===== src/rtl/aes_pkg.sv =====
// Shared AES types and byte-level helpers for the round datapath.
// A state is four 32-bit columns; row r of a column sits in bits [8r+7:8r].
package aes_pkg;

  typedef logic [31:0] aes_col_t;
  typedef aes_col_t [3:0] aes_state_t;

  localparam logic [7:0] AES_POLY = 8'h1B;

  function automatic logic [7:0] xtime(input logic [7:0] b);
    return {b[6:0], 1'b0} ^ (b[7] ? AES_POLY : 8'h00);
  endfunction

  // Output column c, row r takes input column (c+r) mod 4, row r.
  function automatic aes_state_t shift_rows(input aes_state_t s);
    aes_state_t o;
    o[0] = {s[3][31:24], s[2][23:16], s[1][15:8], s[0][7:0]};
    o[1] = {s[0][31:24], s[3][23:16], s[2][15:8], s[1][7:0]};
    o[2] = {s[1][31:24], s[0][23:16], s[3][15:8], s[2][7:0]};
    o[3] = {s[2][31:24], s[1][23:16], s[0][15:8], s[3][7:0]};
    return o;
  endfunction

  // Output column c, row r takes input column (c-r) mod 4, row r.
  function automatic aes_state_t inv_shift_rows(input aes_state_t s);
    aes_state_t o;
    o[0] = {s[1][31:24], s[2][23:16], s[3][15:8], s[0][7:0]};
    o[1] = {s[2][31:24], s[3][23:16], s[0][15:8], s[1][7:0]};
    o[2] = {s[3][31:24], s[0][23:16], s[1][15:8], s[2][7:0]};
    o[3] = {s[0][31:24], s[1][23:16], s[2][15:8], s[3][7:0]};
    return o;
  endfunction

endpackage


===== src/rtl/mixcolumn.sv =====
// Combinational (Inv)MixColumns on one 32-bit column, built from xtime chains.
// inv=0 applies the {02,03,01,01} circulant, inv=1 the {0e,0b,0d,09} circulant.
module mixcolumn
  import aes_pkg::*;
(
  input  aes_col_t din,
  input  logic     inv,
  output aes_col_t dout
);

  logic [3:0][7:0] a, x2, x4, x8;
  logic [3:0][7:0] m9, mb, md, me;
  logic [3:0][7:0] fwd, bwd;

  assign a = din;

  for (genvar i = 0; i < 4; i++) begin : g_byte
    assign x2[i] = xtime(a[i]);
    assign x4[i] = xtime(x2[i]);
    assign x8[i] = xtime(x4[i]);
    assign m9[i] = x8[i] ^ a[i];
    assign mb[i] = x8[i] ^ x2[i] ^ a[i];
    assign md[i] = x8[i] ^ x4[i] ^ a[i];
    assign me[i] = x8[i] ^ x4[i] ^ x2[i];
  end

  // 3*a is formed as xtime(a) ^ a.
  assign fwd[0] = x2[0] ^ (x2[1] ^ a[1]) ^ a[2] ^ a[3];
  assign fwd[1] = a[0] ^ x2[1] ^ (x2[2] ^ a[2]) ^ a[3];
  assign fwd[2] = a[0] ^ a[1] ^ x2[2] ^ (x2[3] ^ a[3]);
  assign fwd[3] = (x2[0] ^ a[0]) ^ a[1] ^ a[2] ^ x2[3];

  assign bwd[0] = me[0] ^ mb[1] ^ md[2] ^ m9[3];
  assign bwd[1] = m9[0] ^ me[1] ^ mb[2] ^ md[3];
  assign bwd[2] = md[0] ^ m9[1] ^ me[2] ^ mb[3];
  assign bwd[3] = mb[0] ^ md[1] ^ m9[2] ^ me[3];

  assign dout = inv ? bwd : fwd;

endmodule


===== src/rtl/shiftmix.sv =====
// Two-register ShiftRows/MixColumns stage (forward) or InvMixColumns/InvShiftRows
// (inverse); per-beat mode bits travel with the data through both registers.
module shiftmix
  import aes_pkg::*;
(
  input  logic        clk,
  input  logic        rst_n,
  input  logic        in_valid,
  output logic        in_ready,
  input  logic        encode,
  input  logic        skip_mix,
  input  logic [31:0] in0,
  input  logic [31:0] in1,
  input  logic [31:0] in2,
  input  logic [31:0] in3,
  output logic        out_valid,
  input  logic        out_ready,
  output logic [31:0] out0,
  output logic [31:0] out1,
  output logic [31:0] out2,
  output logic [31:0] out3
);

  aes_state_t in_state, in_imix, s1_next, s1_data;
  aes_state_t s1_fmix, s2_next, s2_data;
  logic       s1_valid, s1_encode, s1_skip;
  logic       s1_en, s2_en;

  assign in_state = {in3, in2, in1, in0};

  for (genvar c = 0; c < 4; c++) begin : g_col
    mixcolumn u_imix (.din(in_state[c]), .inv(1'b1), .dout(in_imix[c]));
    mixcolumn u_fmix (.din(s1_data[c]),  .inv(1'b0), .dout(s1_fmix[c]));
  end

  assign s1_next = encode    ? shift_rows(in_state)
                 : skip_mix  ? in_state : in_imix;
  assign s2_next = !s1_encode ? inv_shift_rows(s1_data)
                 : s1_skip    ? s1_data : s1_fmix;

  // Handshake: a beat moves on any edge where valid & ready are both high.
  // out_valid, once raised, holds with stable data until out_ready; each
  // register advances when it is empty or the one after it advances, so
  // in_ready depends combinationally on out_ready.
  assign s2_en    = !out_valid | out_ready;
  assign s1_en    = !s1_valid | s2_en;
  assign in_ready = s1_en;

  always_ff @(posedge clk or negedge rst_n) begin
    if (!rst_n) begin
      s1_valid  <= 1'b0;
      s1_encode <= 1'b0;
      s1_skip   <= 1'b0;
      s1_data   <= '0;
    end else if (s1_en) begin
      s1_valid <= in_valid;
      if (in_valid) begin
        s1_encode <= encode;
        s1_skip   <= skip_mix;
        s1_data   <= s1_next;
      end
    end
  end

  always_ff @(posedge clk or negedge rst_n) begin
    if (!rst_n) begin
      out_valid <= 1'b0;
      s2_data   <= '0;
    end else if (s2_en) begin
      out_valid <= s1_valid;
      if (s1_valid) s2_data <= s2_next;
    end
  end

  assign out0 = s2_data[0];
  assign out1 = s2_data[1];
  assign out2 = s2_data[2];
  assign out3 = s2_data[3];

endmodule


===== config.mk =====
export PLATFORM = sky130hd
export DESIGN_NAME = shiftmix
export DESIGN_NICKNAME = d
export VERILOG_FILES = /design/src/rtl/aes_pkg.sv /design/src/rtl/mixcolumn.sv /design/src/rtl/shiftmix.sv
export SDC_FILE = /design/constraint.sdc
export NUM_CORES = 1
export LEC_CHECK = 0
export CAP_MARGIN = 20
export CORE_ASPECT_RATIO = 0.9
export CORE_UTILIZATION = 40
export CTS_CLUSTER_SIZE = 12
export DETAILED_ROUTE_END_ITERATION = 8
export HOLD_SLACK_MARGIN = 0.15
export PLACE_DENSITY = 0.67
export SLEW_MARGIN = 10
export SYNTH_ARGS = -nofsm -noshare
export SYNTH_HDL_FRONTEND = slang
export SYNTH_HIERARCHICAL = 1
export SYNTH_SLANG_ARGS = --single-unit

===== constraint.sdc =====
create_clock -name clk -period 5.3 [get_ports clk]
set_input_delay 0.795 -clock clk [delete_from_list [all_inputs] [get_ports clk]]
set_output_delay 0.795 -clock clk [all_outputs]
set_load 0.02 [all_outputs]

### Word-level counts from Yosys, hierarchy flattened

Index checks and enable logic that the tools add are counted.
W data, S select, Z words.

| operators by class | value |
|---|---|
| bitwise logic cells | 274 |
| multiplexer cells | 68 |
| reduce and logical (&&, ||, !) cells | 4 |

Operators with widths:

| operator | count |
|---|---|
| $xor A8 B8 Y8 | 272 |
| $mux W128 | 4 |
| $mux W5 | 64 |
| $reduce_and A2 Y1 | 2 |
| $logic_not A1 Y1 | 2 |
| $or A1 B1 Y1 | 2 |

| storage, ports and cells | value |
|---|---|
| output and inout port bits | 130 |
| logic and storage cells | 358 |
| register bits | 260 |

### Longest topological paths before layout

| logic depth | value |
|---|---|
| word-level depth | 13 |
| mapped depth | 10 |
| mapped depth without buffers | 9 |

### Modules after synthesis

Netlist, hierarchy kept.

By module, submodules not included:

| module | seq. area each (µm²) | instances | cells each | area an instance (µm²) |
|---|---|---|---|---|
| mixcolumn | 0.0 | 8 | 257 | 2,367.3 |
| shiftmix | 6,506.2 | 1 | 1,202 | 14,684.1 |

### Worst setup path after synthesis

OpenSTA, ideal clock, no wires.

| timing path | value |
|---|---|
| path kind | input-to-reg |
| from | in in1[13] |
| to | reg s1_data[59] (netlist name) |
| cell stages on the path | 10 |
| setup time | 125 ps |
| arrival | 3,305 ps |
| path buffers | 1 |
| setup slack | 1,871 ps |
| cell sequence | buf_6 xnor3_2 xor3_2 xnor3_2 xor2_1 mux2i_1 xnor2_1 mux2_4 mux2_2 mux2_2 |

RTL lines:

| item | line | source |
|---|---|---|
| start, declared | shiftmix.sv:13 | `input logic [31:0] in1,` |
| end signal, assigned | shiftmix.sv:60 | `s1_data <= s1_next;` |
| end, declared | shiftmix.sv:24 | `aes_state_t in_state, in_imix, s1_next, s1_data;` |

==> out/summary.txt <==
CLOCK NETWORK
----------------------------------------------------------------------------------------
Latest clock arrival within the worst-skew pair                                   600 ps
Buffers inserted during post-CTS setup optimization                                    0
Clock tree root buffer cell                                                    clkbuf_16
CTS H-tree depth                                                                       1
Number of buffers between clock root and the deepest sink                              3
Inserted Clock Buffers                                                                30
Clock transition at path regs                                                      70 ps
Clock tree from TritonCTS                                                           done
Clock sink count                                                                     260

DIE
----------------------------------------------------------------------------------------
Core area                                                                     0.0830 mm²
Die outline height                                                                277 µm
# IOs                                                                                264
Number of placement rows                                                             100
Starting density of the core                                                       0.405
Die outline width                                                                 308 µm
Die Footprint                                                                 0.0852 mm²

ROUTE
----------------------------------------------------------------------------------------
Drt pass-1 iters                                                                       5
Antenna violation net count after detailed routing                                     0
Wire length per cell                                                             26.4 µm
1st-iter DRT viols                                                                 2,503
Mean number of vias per cell                                                        5.29
Final wirelength                                                                  120 mm
Remaining routing DRC violations                                                       0
Total vias in the final route                                                      24.0k

WORST SETUP PATH
----------------------------------------------------------------------------------------
Setup slack of the most critical reg-to-reg path                                 2140 ps
Critical path data required time                                                 5790 ps
Worst Path Buf+Inv                                                                     1
Signal arrival time at the worst endpoint                                        4370 ps
Ordered cell list for the critical path                                     clkdlybuf4s50_1, xnor2_1, xnor3_1, xor2_1, xnor2_1, a21oi_1, xnor2_1, mux2_4, mux2_2, mux2_2
Library cell contributing the largest single delay on the critical path          xnor2_1
Worst r2r dst                                                               out1[20]$_DFFE_PN0P_
Critical setup path kind                                                    primary input to flip-flop
Reg2Reg Depth                                                                          5
Biggest cell delay along the critical path                                        810 ps
Sort of element at the start of the critical path                           primary input
CP most frequent cell                                                            xnor2_1
Source of the worst register-to-register timing path                        s1_encode$_DFFE_PN0P_
Family with the most delay on the worst path                                XOR/XNOR gates
Kind of end point of the critical path                                         flip-flop
Max FO, Critical Path                                                                  6

HOLD PATH
----------------------------------------------------------------------------------------
Worst min-delay path class                                                  flip-flop to flip-flop
Min-Delay Endpoint                                                          out1[23]$_DFFE_PN0P_
Cells on Worst Hold Path                                                               1
Min-Delay Startpoint                                                        out1[23]$_DFFE_PN0P_

LOGIC SYNTHESIS
----------------------------------------------------------------------------------------
Count of mapped cells out of synthesis                                             3,258
Biggest area contributors in the synthesized netlist                        xnor2_1 (28%), dfrtp_1 (19%), mux2_2 (14%), xor2_1 (10%), mux2i_1 (4.8%)
Post-synth cell types                                                                 32
Post-synthesis sequential element count                                              260
Sequential cell area fraction in the yosys report                                  0.194
Post-Syn Area                                                                 0.0336 mm²
Warning count from the yosys run                                                       6
Cell type contributing the most total cell area after synthesis                  xnor2_1
Avg Cell Area, Syn                                                              10.3 µm²
Share of the synthesized area in the top cell type                                 0.277

STA
----------------------------------------------------------------------------------------
RSZ-0062 raised after global routing                                               false
Fin crit period                                                                  3880 ps
Slew @ Worst Pin                                                                 1060 ps
Worst rel slew slack                                                               0.291
F_max                                                                          0.257 GHz
Final hold viol count                                                                  0
Portion of the clock cycle consumed by the worst path in the final layout          0.733
Final Slew Violations                                                                  0
Post-route setup TNS                                                                0 ps
Final setup skew                                                                 17.4 ps
Final number of setup-violating endpoints                                              0

POWER
----------------------------------------------------------------------------------------
Power per standard cell area                                                  749 mW/mm²
Peak supply drop                                                                  419 µV
Standby leakage power                                                            14.8 nW

PLACEMENT
----------------------------------------------------------------------------------------
Area after DPL                                                                0.0367 mm²
Placed wire-length estimate after detailed placement                             92.9 mm
Number of port buffers                                                               263
Routability Congestion                                                             0.975

FINAL LAYOUT
----------------------------------------------------------------------------------------
Share of layout cells above drive strength 1                                       0.189
Relative area change from synthesis to final layout                                12.2%
Final design instance area without fill                                       0.0377 mm²
Most common cell after layout, fill and taps aside                               xnor2_1
Number of inserted filler cells in the final layout                                7,800
Post-layout nets                                                                   3,529
Highest-count cells in the layout ignoring fill and taps                    xnor2_1 (1,064), mux2_2 (410), xor2_1 (384)

GRT
----------------------------------------------------------------------------------------
Gr ovfl total                                                                          0
Maximum number of pins on one net before global-route repair                         145
Total routing resource utilization after global routing                            0.277
Global-route wire length before repair                                            174 mm
Number of global-route vias before repair                                          24.4k
Number of antenna violations at the first check in global routing                      5

OUTCOME
----------------------------------------------------------------------------------------
Status                                                                      complete, no violations

FLOW RUN
----------------------------------------------------------------------------------------
Max Cap Viol                                                                           0

final cells by class:
cell class	instances	area, µm²	area share
clock buffers	39	835	0.0221
clock inverters	11	163	0.00431
multi-input cells	2786	25700	0.682
well taps	1122	1400	0.0372
flip-flops and latches	260	6510	0.173
diodes	2	5.00	0.000133
repair buffers	317	3090	0.0819
routing by layer:
layer | vias to the layer above | GRT usage | part of all wire | routed length [µm]
li1 | 10847 | - | - | -
met1 | 11914 | 0.378 | 0.42 | 50800
met2 | 1016 | 0.443 | 0.46 | 54700
met3 | 231 | 0.0368 | 0.074 | 8910
met4 | 4 | 0.108 | 0.045 | 5390
met5 | - | 0 | 0.00028 | 34
logic make-up after synthesis:
group                  synth area share
other                          0.000223
AND/OR/NAND/NOR                  0.0336
XOR/XNOR                          0.489
AO/OA/AOI/OAI                    0.0348
buffers and inverters            0.0474
flip-flops                        0.194
multiplexers                      0.202
stage by stage:
stage / std cells / hold slack [ps] / worst slack (ps) / util / total power, mW
after floorplan: 3304 / 499 / 1870 / - / 20.7
after detailed placement: 4484 / 493 / 902 / 0.442 / 25.7
after CTS: 4535 / 506 / 1540 / 0.455 / 28.1
after global routing: 4535 / 519 / 1220 / 0.455 / 30.0
final: 4537 / 503 / 1420 / 0.455 / 28.3
after global placement: 4484 / 488 / 842 / 0.442 / 25.6
Yosys cell counts (all sizes together):
cell type,number
a31oi,8
nor2,137
conb,2
nor2b,9
dfrtp,260
buf,162
nand3b,1
xor3,48
and2,1
nand2b,3
clkbuf,96
o21ai,16
xnor3,88
a21oi,208
nand2,120
xor2,400
mux2i,160
mux2,450
xnor2,1080
or2,9
worst max-delay path by stage:
| stage | start | endpoint | slack [ps] | cells after the start |
|---|---|---|---|---|
| 3_5_place_dp | in3[21] | s1_data[116]$_DFFE_PN0P_ | 900 | 10 |
| 6_report | in0[11] | s1_data[19]$_DFFE_PN0P_ | 1420 | 10 |
| 5_1_grt | in0[11] | s1_data[19]$_DFFE_PN0P_ | 1220 | 10 |
| 2_1_floorplan | in1[13] | s1_data[59]$_DFFE_PN0P_ | 1870 | 10 |
| 4_1_cts | in3[21] | s1_data[116]$_DFFE_PN0P_ | 1540 | 10 |
| 3_3_place_gp | in0[11] | s1_data[19]$_DFFE_PN0P_ | 840 | 10 |
power by group:
group / switching, mW / internal [mW]
Sequential: 1.63 / 2.76
Combinational: 10.4 / 11.3
Clock: 0.927 / 1.25
Total: 13.0 / 15.3
timing repair:
| item | in CTS | in global routing |
|---|---|---|
| resized for setup | 0 | 0 |
| hold endpoints to repair | 26 | 0 |
| hold buffers | 1 | 0 |
| setup endpoints to repair | 0 | 0 |
state kept, by name, summed over array words and instances (netlist names):
register / cells
s1_skip: 1
out2: 32
out1: 32
out3: 32
s1_valid: 1
s1_data: 128
out0: 32
s1_encode: 1
out_valid: 1
worst register-to-register path, stage by stage (launching register included):
cell	delay, ps
dfrtp_4	830
buf_4	700
buf_4	720
nor2_1	130
a21oi_1	450
mux2_2	250
Note: power is estimated with default switching activity, not from simulation.
